<file path="src/rtl/seg_pkg.sv">
// Shared segment-code types and the BCD to 7-segment decode function used by
// the scan controller (segment order A..G, MSB..LSB, active-high).
package seg_pkg;

    typedef logic [6:0] seg_code_t;

    localparam seg_code_t SEG_BLANK = 7'b0000000;
    localparam seg_code_t SEG_0     = 7'b1111110;
    localparam seg_code_t SEG_1     = 7'b0110000;
    localparam seg_code_t SEG_2     = 7'b1101101;
    localparam seg_code_t SEG_3     = 7'b1111001;
    localparam seg_code_t SEG_4     = 7'b0110011;
    localparam seg_code_t SEG_5     = 7'b1011011;
    localparam seg_code_t SEG_6     = 7'b1011111;
    localparam seg_code_t SEG_7     = 7'b1110000;
    localparam seg_code_t SEG_8     = 7'b1111111;
    localparam seg_code_t SEG_9     = 7'b1110011;

    // Non-BCD codes (10..15) render dark; the caller still drives the anode.
    function automatic seg_code_t seg_decode(input logic [3:0] bcd);
        seg_code_t code;
        case (bcd)
            4'd0:    code = SEG_0;
            4'd1:    code = SEG_1;
            4'd2:    code = SEG_2;
            4'd3:    code = SEG_3;
            4'd4:    code = SEG_4;
            4'd5:    code = SEG_5;
            4'd6:    code = SEG_6;
            4'd7:    code = SEG_7;
            4'd8:    code = SEG_8;
            4'd9:    code = SEG_9;
            default: code = SEG_BLANK;
        endcase
        return code;
    endfunction

endpackage

</file>
<file path="src/rtl/seg_scan_ctrl_if.sv">
// Bundle of control inputs and display outputs of the segment scan controller.
interface seg_scan_ctrl_if #(
    parameter int NUM_DIGITS = 4
);
    import seg_pkg::*;

    logic                      en;
    logic                      load;
    logic [4*NUM_DIGITS-1:0]   digits;
    seg_code_t                 seg;
    logic [NUM_DIGITS-1:0]     an;
    logic                      frame_done;
    logic                      pending;

    modport master (
        output en, load, digits,
        input  seg, an, frame_done, pending
    );

    modport slave (
        input  en, load, digits,
        output seg, an, frame_done, pending
    );

endinterface

</file>
<file path="src/rtl/seg_scan_timer.sv">
// Slot prescaler: counts 0..SCAN_DIV-1 while enabled, tick on the terminal count.
module seg_scan_timer #(
    parameter int SCAN_DIV = 1000
) (
    input  logic clk,
    input  logic rst_n,
    input  logic en,
    output logic tick
);

    localparam int CNT_W = (SCAN_DIV > 2) ? $clog2(SCAN_DIV) : 1;
    localparam logic [CNT_W-1:0] CNT_LAST = CNT_W'(SCAN_DIV - 1);

    logic [CNT_W-1:0] cnt_reg;

    // Combinational so the index advances on the same edge the count wraps.
    assign tick = en && (cnt_reg == CNT_LAST);

    always_ff @(posedge clk or negedge rst_n) begin
        if (!rst_n) begin
            cnt_reg <= '0;
        end else if (en) begin
            cnt_reg <= tick ? '0 : cnt_reg + 1'b1;
        end
    end

endmodule

</file>
<file path="src/rtl/seg_scan_ctrl.sv">
// Multiplexed 7-segment scan controller with shadow/active double buffering.
// Optional build macro SEG_SCAN_LZB_EN enables leading-zero blanking.
module seg_scan_ctrl
    import seg_pkg::*;
#(
    parameter int NUM_DIGITS = 4,
    parameter int SCAN_DIV   = 1000
) (
    input  logic             clk,
    input  logic             rst_n,
    seg_scan_ctrl_if.slave   bus
);

    localparam int IDX_W = $clog2(NUM_DIGITS);
    localparam logic [IDX_W-1:0] IDX_LAST = IDX_W'(NUM_DIGITS - 1);

    logic                    tick;
    logic                    wrap;
    logic [IDX_W-1:0]        idx_reg;
    logic [4*NUM_DIGITS-1:0] active_reg;
    logic [4*NUM_DIGITS-1:0] shadow_reg;
    logic                    pending_reg;
    seg_code_t               seg_reg;
    logic [NUM_DIGITS-1:0]   an_reg;
    logic                    frame_done_reg;
    logic [3:0]              digit_arr [NUM_DIGITS];
    logic [NUM_DIGITS-1:0]   lead_blank;

    seg_scan_timer #(
        .SCAN_DIV (SCAN_DIV)
    ) u_timer (
        .clk   (clk),
        .rst_n (rst_n),
        .en    (bus.en),
        .tick  (tick)
    );

    assign wrap = tick && (idx_reg == IDX_LAST);

    for (genvar gi = 0; gi < NUM_DIGITS; gi++) begin : g_unpack
        assign digit_arr[gi] = active_reg[4*gi +: 4];
    end

`ifdef SEG_SCAN_LZB_EN
    // A slot is dark when it and every more significant digit are zero; digit 0 always shows.
    for (genvar gi = 0; gi < NUM_DIGITS; gi++) begin : g_lzb
        if (gi == 0) begin : g_lsd
            assign lead_blank[gi] = 1'b0;
        end else begin : g_upper
            assign lead_blank[gi] = ~|active_reg[4*NUM_DIGITS-1 : 4*gi];
        end
    end
`else
    assign lead_blank = '0;
`endif

    always_ff @(posedge clk or negedge rst_n) begin
        if (!rst_n) begin
            idx_reg        <= '0;
            active_reg     <= '0;
            shadow_reg     <= '0;
            pending_reg    <= 1'b0;
            seg_reg        <= SEG_BLANK;
            an_reg         <= '0;
            frame_done_reg <= 1'b0;
        end else begin
            if (tick) begin
                idx_reg <= wrap ? '0 : idx_reg + 1'b1;
            end
            frame_done_reg <= wrap;

            // A load landing on the boundary edge only refills the shadow; the
            // previously pending value (if any) is what gets committed here.
            if (wrap && pending_reg) begin
                active_reg <= shadow_reg;
            end
            if (bus.load) begin
                shadow_reg  <= bus.digits;
                pending_reg <= 1'b1;
            end else if (wrap) begin
                pending_reg <= 1'b0;
            end

            if (!bus.en || lead_blank[idx_reg]) begin
                seg_reg <= SEG_BLANK;
                an_reg  <= '0;
            end else begin
                seg_reg <= seg_decode(digit_arr[idx_reg]);
                an_reg  <= NUM_DIGITS'(1) << idx_reg;
            end
        end
    end

    assign bus.seg        = seg_reg;
    assign bus.an         = an_reg;
    assign bus.frame_done = frame_done_reg;
    assign bus.pending    = pending_reg;

endmodule

</file>
<file path="src/flat_wrapper.sv">
// flat-port wrapper written by rule: the top's interface ports become plain ports
module seg_scan_ctrl_flat import seg_pkg::*;
#(
    parameter int NUM_DIGITS = 4,
    parameter int SCAN_DIV   = 1000
)
  (clk, rst_n, bus_en, bus_load, bus_digits, bus_seg, bus_an, bus_frame_done, bus_pending);
  seg_scan_ctrl_if #(.NUM_DIGITS(NUM_DIGITS)) bus_i ();
  input  logic clk;
  input  logic rst_n;
  input wire logic [$bits(bus_i.en)-1:0] bus_en;
  input wire logic [$bits(bus_i.load)-1:0] bus_load;
  input wire logic [$bits(bus_i.digits)-1:0] bus_digits;
  output wire logic [$bits(bus_i.seg)-1:0] bus_seg;
  output wire logic [$bits(bus_i.an)-1:0] bus_an;
  output wire logic [$bits(bus_i.frame_done)-1:0] bus_frame_done;
  output wire logic [$bits(bus_i.pending)-1:0] bus_pending;
  assign bus_i.en = bus_en;
  assign bus_i.load = bus_load;
  assign bus_i.digits = bus_digits;
  assign bus_seg = bus_i.seg;
  assign bus_an = bus_i.an;
  assign bus_frame_done = bus_i.frame_done;
  assign bus_pending = bus_i.pending;
  seg_scan_ctrl #(.NUM_DIGITS(NUM_DIGITS), .SCAN_DIV(SCAN_DIV)) u_core (.clk(clk), .rst_n(rst_n), .bus(bus_i));
endmodule
</file>
<file path="config.mk">
export PLATFORM = sky130hd
export DESIGN_NAME = seg_scan_ctrl_flat
export DESIGN_NICKNAME = d
export VERILOG_FILES = /design/src/rtl/seg_pkg.sv /design/src/rtl/seg_scan_ctrl_if.sv /design/src/rtl/seg_scan_timer.sv /design/src/rtl/seg_scan_ctrl.sv /design/src/flat_wrapper.sv
export SDC_FILE = /design/constraint.sdc
export NUM_CORES = 1
export LEC_CHECK = 0
export BUFFER_PORTS_ARGS = -buffer_cell sky130_fd_sc_hd__buf_2
export CAP_MARGIN = 20
export CORE_MARGIN = 5
export CORE_UTILIZATION = 60
export CTS_CLUSTER_DIAMETER = 50
export DETAILED_ROUTE_END_ITERATION = 8
export GPL_TIMING_DRIVEN = 0
export PLACE_DENSITY = 0.82
export SLEW_MARGIN = 5
export SYNTH_ARGS = -nofsm -noshare
export SYNTH_HDL_FRONTEND = slang
export SYNTH_HIERARCHICAL = 1
export SYNTH_SLANG_ARGS = --single-unit
</file>
<file path="constraint.sdc">
create_clock -name clk -period 4.3 [get_ports clk]
set_input_delay 0.215 -clock clk [delete_from_list [all_inputs] [get_ports clk]]
set_output_delay 0.215 -clock clk [all_outputs]
set_load 0.1 [all_outputs]
</file>
==> flow_metrics.py, run 1 <==
metrics = {
    "run_status": {
        "status": "complete, no violations",
    },
    "setup_path": {
        "crit_family": "simple AND/OR/NAND/NOR gates",
        "slowest_delay_ps": 590,
        "cpMostUsedCell": "nand2_1",
        "critPathSlowestCell": "nor3_2",
        "critPathArrivalTime_ps": 2860,
        "cp.buffers_inverters": 2,
        "critPathMaxFanout": 10,
        "path_cells": "ha_1 > nand4b_1 > nor3_2 > nand2_1 > inv_1 > nand2_1 > buf_2 > mux2_2",
        "cp-end-kind": "flip-flop",
        "worstSetupPathType": "flip-flop to flip-flop",
        "startpoint_type": "flip-flop",
        "crit_required_ps": 4510,
    },
    "routing": {
        "drc_errors": 0,
        "drt-initial-drc-count": 96,
        "drt-vias-per-instance": 5.55,
        "dr_total_vias": 1627,
        "firstDrtPassIters": 4,
        "routedWlPerCell_um": 15.5,
        "ant_nets": 0,
        "wirelength_mm": 4.56,
    },
    "clock_tree": {
        "h-tree-depth": 3,
        "root_buffer": "clkbuf_8",
        "numCtsBuffers": 9,
        "cts_setup_buffers": 0,
        "clock_latency_ps": 330,
        "clockBufferDepth": 2,
        "cts_tree": "yes",
        "cts.clk_slew.worst_paths_ps": 60,
        "cts_resized": 0,
        "cts.sinks": 57,
    },
    "synthesis": {
        "syn_avg_cell_area_um2": 13.1,
        "async_flop_share_pct": 100,
        "synth_warnings": 6,
        "yosys_register_bits": 57,
        "synth_edf_count": 0,
        "ys_types": 40,
        "syn_nets": 226,
        "synth.cell_area_mm2": 0.00257,
        "syn_inst": 196,
        "ys_seq_area_share_pct": 55.4,
        "synth_flop_cell": "dfrtp_1",
    },
    "timing": {
        "fin_ws_ps": 1650,
        "worstMarginPinSlew_ps": 654,
        "rsz0062_at_grt": "false",
        "period_needed_ps": 2650,
        "fin_setup_tns_ps": 0,
        "clock.fmax_mhz": 378,
        "finalSetupViolCount": 0,
        "drv_slew": 0,
        "skew_ps": 7.30,
        "fin_crit_sh_pct": 61.5,
        "relSlewSlack_pct": 56.1,
        "final-hold-violation-count": 0,
    },
    "finish": {
        "nFillCells": 293,
        "antenna_cells": 0,
        "instances_no_fill": 293,
        "fin_util_pct": 73.7,
        "drive_above_1_share_pct": 38.3,
        "fin_nets": 269,
        "area_growth_pct": 17.0,
    },
    "power": {
        "power_density_mw_per_mm2": 419,
        "vdd_ir_drop_max_v": 0.000295,
        "leakage_nw": 1.44,
        "p_total_mw": 1.26,
    },
    "global_route": {
        "grt_first_pass_wirelength_mm": 7.87,
        "antenna_found_initial": 0,
        "grtUsageTotal_pct": 19.2,
        "overflow": 0,
        "grt_max_degree": 38,
        "grt_pass1_vias": 1723,
    },
    "placement": {
        "place.gp.congestion": 0.763,
        "port_buffers": 30,
        "preCtsSetupSlack_ps": 1690,
        "placed_cells": 277,
        "dp_hpwl_mm": 3.24,
    },
    "floorplan": {
        "start_util_pct": 63.0,
        "ios": 33,
        "die_w_um": 75.5,
        "core_mm2": 0.00409,
        "row_count": 23,
        "die-area_mm2": 0.00570,
        "die_h_um": 75.5,
    },
    "worst_hold_path": {
        "hp-class": "primary input to flip-flop",
    },
    "flow_run": {
        "max_cap_viol_count": 0,
    },
}
==> power by group <==
part / switching [mW] / internal [mW] / leakage (nW)
clock network: 0.196 / 0.294 / 0.102
logic: 0.0874 / 0.0581 / 0.631
registers: 0.0480 / 0.579 / 0.708
total: 0.332 / 0.931 / 1.44
==> synthesized netlist by cell type, types with 2 or more instances <==
cell	instances	area (um2)
o211ai_1	3	22.5
ha_1	10	125
nand2_1	11	41.3
buf_6	2	22.5
inv_1	10	37.5
buf_2	3	15.0
mux4_2	4	90.1
nand4_1	3	18.8
dfrtp_1	57	1430
nor2b_1	2	12.5
o21ai_0	6	30.0
or4_1	2	15.0
a21oi_2	2	17.5
nand2b_1	4	25.0
and2_1	4	25.0
mux2i_1	3	30.0
mux2_2	32	360
nor2_1	4	15.0
a21oi_1	4	20.0
nand3_1	6	30.0
xnor2_1	2	17.5
clkbuf_1	2	7.51
o21ai_1	3	15.0
==> path summary, 6_finish.rpt <==
check	start	to	slack [ps]	cells after the start
min in group asynchronous	rst_n	u_core/bus.pending$_DFFE_PN0P_	380	2
max in group asynchronous	rst_n	u_core/active_reg[5]$_DFFE_PN0P_	3370	3
hold reg to reg	u_core/active_reg[15]$_DFFE_PN0P_	u_core/active_reg[15]$_DFFE_PN0P_	500	1
hold / removal	bus_digits[9]	u_core/shadow_reg[9]$_DFFE_PN0P_	120	2
setup / recovery	u_core/u_timer/cnt_reg[0]$_DFFE_PN0P_	u_core/active_reg[6]$_DFFE_PN0P_	1650	8
setup reg to reg	u_core/u_timer/cnt_reg[0]$_DFFE_PN0P_	u_core/active_reg[6]$_DFFE_PN0P_	1650	8
==> timing repair <==
action,CTS,global route
hold buffers,1,0
hold endpoints to repair,20,0
setup endpoints to repair,0,0
==> cell type report <==
class                      instances  area [um2]  share of cell area [%]
buffer                             7        45.0                    1.50
clock buffer                      12         155                    5.15
clock inverter                     3        40.0                    1.33
inverter                          11        41.3                    1.37
multi-input combinational        121        1060                    35.2
sequential                        57        1430                    47.4
tap                               50        62.6                    2.08
timing repair buffer              32         180                    5.99
==> kinds of logic after synthesis <==
kind of cell | count (synthesis) | share of synthesized area (%)
buf+inv | 18 | 3.36
xor+xnor | 3 | 1.02
fa+ha+maj | 10 | 4.86
flops | 57 | 55.4
mux | 39 | 18.7
compound gates | 26 | 6.66
simple gates | 43 | 9.97
==> per-stage QoR <==
step           area (um2)  hold slack, ps
6_report             3010             119
5_1_grt              3010             103
4_1_cts              3010             101
3_5_place_dp         2810             201
3_3_place_gp         2790             446
2_1_floorplan        2570           -80.6
==> placed cells by master (no fill, tap or decap), types with 2 or more instances in the layout <==
| master | instances |
|---|---|
| xnor2_1 | 2 |
| clkbuf_8 | 11 |
| a21oi_1 | 4 |
| o211ai_1 | 3 |
| mux2i_1 | 3 |
| clkbuf_1 | 3 |
| a21oi_2 | 2 |
| nor2b_1 | 2 |
| dfrtp_1 | 57 |
| o21ai_0 | 6 |
| mux2_2 | 32 |
| and2_1 | 4 |
| buf_2 | 33 |
| or4_1 | 2 |
| nand2_1 | 11 |
| nand4_1 | 3 |
| clkinv_2 | 2 |
| nand2b_1 | 4 |
| nand3_1 | 6 |
| buf_6 | 2 |
| o21ai_1 | 3 |
| ha_1 | 10 |
| inv_1 | 10 |
| mux4_2 | 4 |
| nor2_1 | 4 |
==> per-layer routing <==
metal  GRT usage [%]  vias up  wire length, um
met1            24.8      807             2120
met2            28.9       35             2130
met5               0        -                0
li1                -      779                -
met3            6.99        6              243
met4            9.32        0               69
Note: power is estimated with default switching activity, not from simulation.
==> run 2, diff against run 1 <==
--- a/config.mk
+++ b/config.mk
@@ -5,14 +5,15 @@
 export SDC_FILE = /design/constraint.sdc
 export NUM_CORES = 1
 export LEC_CHECK = 0
+export ABC_AREA = 1
 export BUFFER_PORTS_ARGS = -buffer_cell sky130_fd_sc_hd__buf_2
 export CAP_MARGIN = 20
 export CORE_MARGIN = 5
-export CORE_UTILIZATION = 60
+export CORE_UTILIZATION = 52
 export CTS_CLUSTER_DIAMETER = 50
 export DETAILED_ROUTE_END_ITERATION = 8
 export GPL_TIMING_DRIVEN = 0
-export PLACE_DENSITY = 0.82
+export PLACE_DENSITY = 0.75
 export SLEW_MARGIN = 5
 export SYNTH_ARGS = -nofsm -noshare
 export SYNTH_HDL_FRONTEND = slang
==> constraint.sdc (replaced) <==
create_clock -name clk -period 2.2 [get_ports clk]
set_input_delay 0.11 -clock clk [delete_from_list [all_inputs] [get_ports clk]]
set_output_delay 0.11 -clock clk [all_outputs]
set_load 0.1 [all_outputs]
==> flow_metrics.py, run 2 <==
metrics = {
    "synthesis": {
        "synth.cell_area_mm2": 0.00267,
        "syn_inst": 314,
        "synth.area.top_cells": "dfrtp_1 53%, nand2_1 13%, o21ai_0 6.4%, inv_1 5.8%, ha_1 4.7%",
        "netlist_top_cells_count": "92 x nand2_1, 57 x dfrtp_1, 41 x inv_1, 34 x o21ai_0, 29 x nor2_1",
        "synth-simple-area-share_pct": 26.1,
        "ys_types": 24,
        "syn_avg_cell_area_um2": 8.51,
        "syn_nets": 344,
        "synth_flop_cell": "dfrtp_1",
        "ys_seq_area_share_pct": 53.4,
        "synth_top_area_cell": "dfrtp_1",
        "synth_top_family_by_area": "simple AND/OR/NAND/NOR gates",
        "synth_top_area_share_pct": 53.4,
        "synth_edf_count": 0,
        "synth_warnings": 6,
        "async_flop_share_pct": 100,
        "synth.area.mux_share_pct": 0,
        "synth_xor_xnor_area_share_pct": 0.655,
        "yosysMostFrequentCell": "nand2_1",
        "synth_compound_area_share_pct": 7.21,
        "synth_fa_ha_area_share_pct": 4.68,
        "yosys_register_bits": 57,
    },
    "setup_path": {
        "crit_required_ps": 2400,
        "crit_start": "u_core/u_timer/cnt_reg[0]$_DFFE_PN0P_",
        "r2r_start": "u_core/u_timer/cnt_reg[0]$_DFFE_PN0P_",
        "critPathArrivalTime_ps": 2210,
        "ff2ff_setup_slack_ps": 190,
        "worstSetupPathType": "flip-flop to flip-flop",
        "startpoint_type": "flip-flop",
        "cp-end-kind": "flip-flop",
        "critPathMaxFanout": 10,
    },
    "finish": {
        "final_cell_mix": "92 x nand2_1, 57 x dfrtp_1, 41 x inv_1",
        "antenna_cells": 0,
        "fin_nets": 404,
        "final_common_cell": "nand2_1",
        "area_growth_pct": 24.6,
        "instances_no_fill": 449,
        "drive_above_1_share_pct": 19.8,
        "fin_util_pct": 66.1,
    },
    "global_route": {
        "overflow": 0,
        "grt_pass1_vias": 1967,
        "grtUsageTotal_pct": 17.3,
        "met3_usage_pct": 4.39,
        "grt_first_pass_wirelength_mm": 8.63,
        "antenna_found_initial": 0,
        "grt-busiest-layer": "met2",
        "use_met2_pct": 28.7,
        "grt_max_degree": 40,
        "met1_usage_pct": 20.5,
    },
    "routing": {
        "drt-initial-drc-count": 82,
        "dr_total_vias": 2056,
        "firstDrtPassIters": 4,
        "drc_errors": 0,
        "drt-vias-per-instance": 4.58,
        "wirelength_mm": 4.96,
        "routedWlPerCell_um": 11.0,
        "ant_nets": 0,
    },
    "clock_tree": {
        "root_buffer": "clkbuf_8",
        "numCtsBuffers": 9,
        "clockBufferDepth": 2,
        "cts.clk_slew.worst_paths_ps": 60,
        "h-tree-depth": 3,
        "cts_setup_buffers": 0,
        "cts.sinks": 57,
        "cts_tree": "yes",
        "clock_latency_ps": 330,
    },
    "floorplan": {
        "core_mm2": 0.00504,
        "die-area_mm2": 0.00667,
        "row_count": 26,
        "die_w_um": 81.7,
        "ios": 33,
        "start_util_pct": 53.0,
        "die_h_um": 81.7,
    },
    "placement": {
        "placed_cells": 417,
        "dp_hpwl_mm": 3.50,
        "port_buffers": 32,
        "place.gp.congestion": 0.807,
    },
    "timing": {
        "worstMarginPinSlew_ps": 488,
        "final-hold-violation-count": 0,
        "relSlewSlack_pct": 67.7,
        "fin_setup_tns_ps": 0,
        "fin_crit_sh_pct": 91.3,
        "timing.hold.ws_ps": 25.2,
        "clock.fmax_mhz": 498,
        "finalSetupViolCount": 0,
        "skew_ps": 8.59,
        "drv_slew": 0,
        "rsz0062_at_grt": "false",
        "period_needed_ps": 2010,
    },
    "power": {
        "netSwitchingFraction_pct": 32.5,
        "vdd_ir_drop_max_v": 0.000453,
        "p_seq_share_pct": 41.6,
        "p_int_mw": 2.09,
        "comb_power_share_pct": 24.3,
        "power_density_mw_per_mm2": 930,
        "power_switching_mw": 1.01,
        "clkPwrFrac_pct": 34.2,
        "leakage_nw": 1.81,
    },
    "worst_hold_path": {
        "hp-class": "primary input to flip-flop",
        "min_from": "bus_digits[1]",
    },
    "run_status": {
        "status": "complete, no violations",
    },
    "flow_run": {
        "max_cap_viol_count": 0,
    },
}
-- run 2: cells by family (layout without fill, tap and decap cells) --
logic type	Yosys count	count (layout)
AO/OA/AOI/OAI	38	38
AND/OR/NAND/NOR	155	155
buffers and inverters	52	117
flip-flops	57	57
XOR/XNOR	2	2
adder cells (fa/ha/maj)	10	10
-- run 2: cell type report --
type                    count  area [um2]
fillers                   409        1710
flip-flops and latches     57        1430
multi-input cells         205        1030
repair buffers             49         340
clock buffers              15         196
inverters                  44         168
well taps                  70        87.6
plain buffers               8        48.8
clock inverters             1        30.0
-- run 2: worst max-delay path, cell delays in order (launching register included) --
cell      delay (ps)
dfrtp_1          410
ha_1             250
nand3_2          120
nor2_2           180
nand2_2          100
inv_2            120
nand2_1          130
inv_1             90
nand2_1          120
clkbuf_2         200
nand2_1           70
o21ai_0           80
-- run 2: stage by stage --
stage | power, mW | cell area [um2] | setup slack (ps)
finish | 3.10 | 3330 | 192
global route | 3.27 | 3330 | 1.76
CTS | 3.13 | 3330 | 85.5
detailed placement | 2.04 | 2940 | 100
global placement | 2.00 | 2920 | 181
floorplan | 1.86 | 2670 | 478
-- run 2: what timing repair did --
item,4_1_cts,5_1_grt
endpoints found under the setup margin,0,14
endpoints found under the hold margin,33,0
gates resized for setup,0,9
hold buffers,16,0
-- run 2: metal layers --
layer / wire length [um] / vias up
met1: 2260 / 930
met5: 0 / -
met4: 66 / 0
met2: 2420 / 36
met3: 218 / 8
li1: - / 1082
-- run 2: final timing paths --
| check | endpoint | cells after the start |
|---|---|---|
| max in group asynchronous | u_core/active_reg[10]$_DFFE_PN0P_ | 3 |
| worst min register to register | u_core/active_reg[1]$_DFFE_PN0P_ | 2 |
| worst min-delay path | u_core/shadow_reg[1]$_DFFE_PN0P_ | 3 |
| worst max register to register | u_core/active_reg[14]$_DFFE_PN0P_ | 11 |
| min in group asynchronous | u_core/u_timer/cnt_reg[4]$_DFFE_PN0P_ | 2 |
| worst max-delay path | u_core/active_reg[14]$_DFFE_PN0P_ | 11 |
-- run 2: power by group through the flow --
stage	clock network, mW	logic [mW]	registers [mW]
finish	1.06	0.752	1.29
global route	1.13	0.840	1.30
CTS	1.09	0.756	1.29
detailed placement	0	0.730	1.31
global placement	0	0.705	1.30
floorplan	0	0.391	1.47
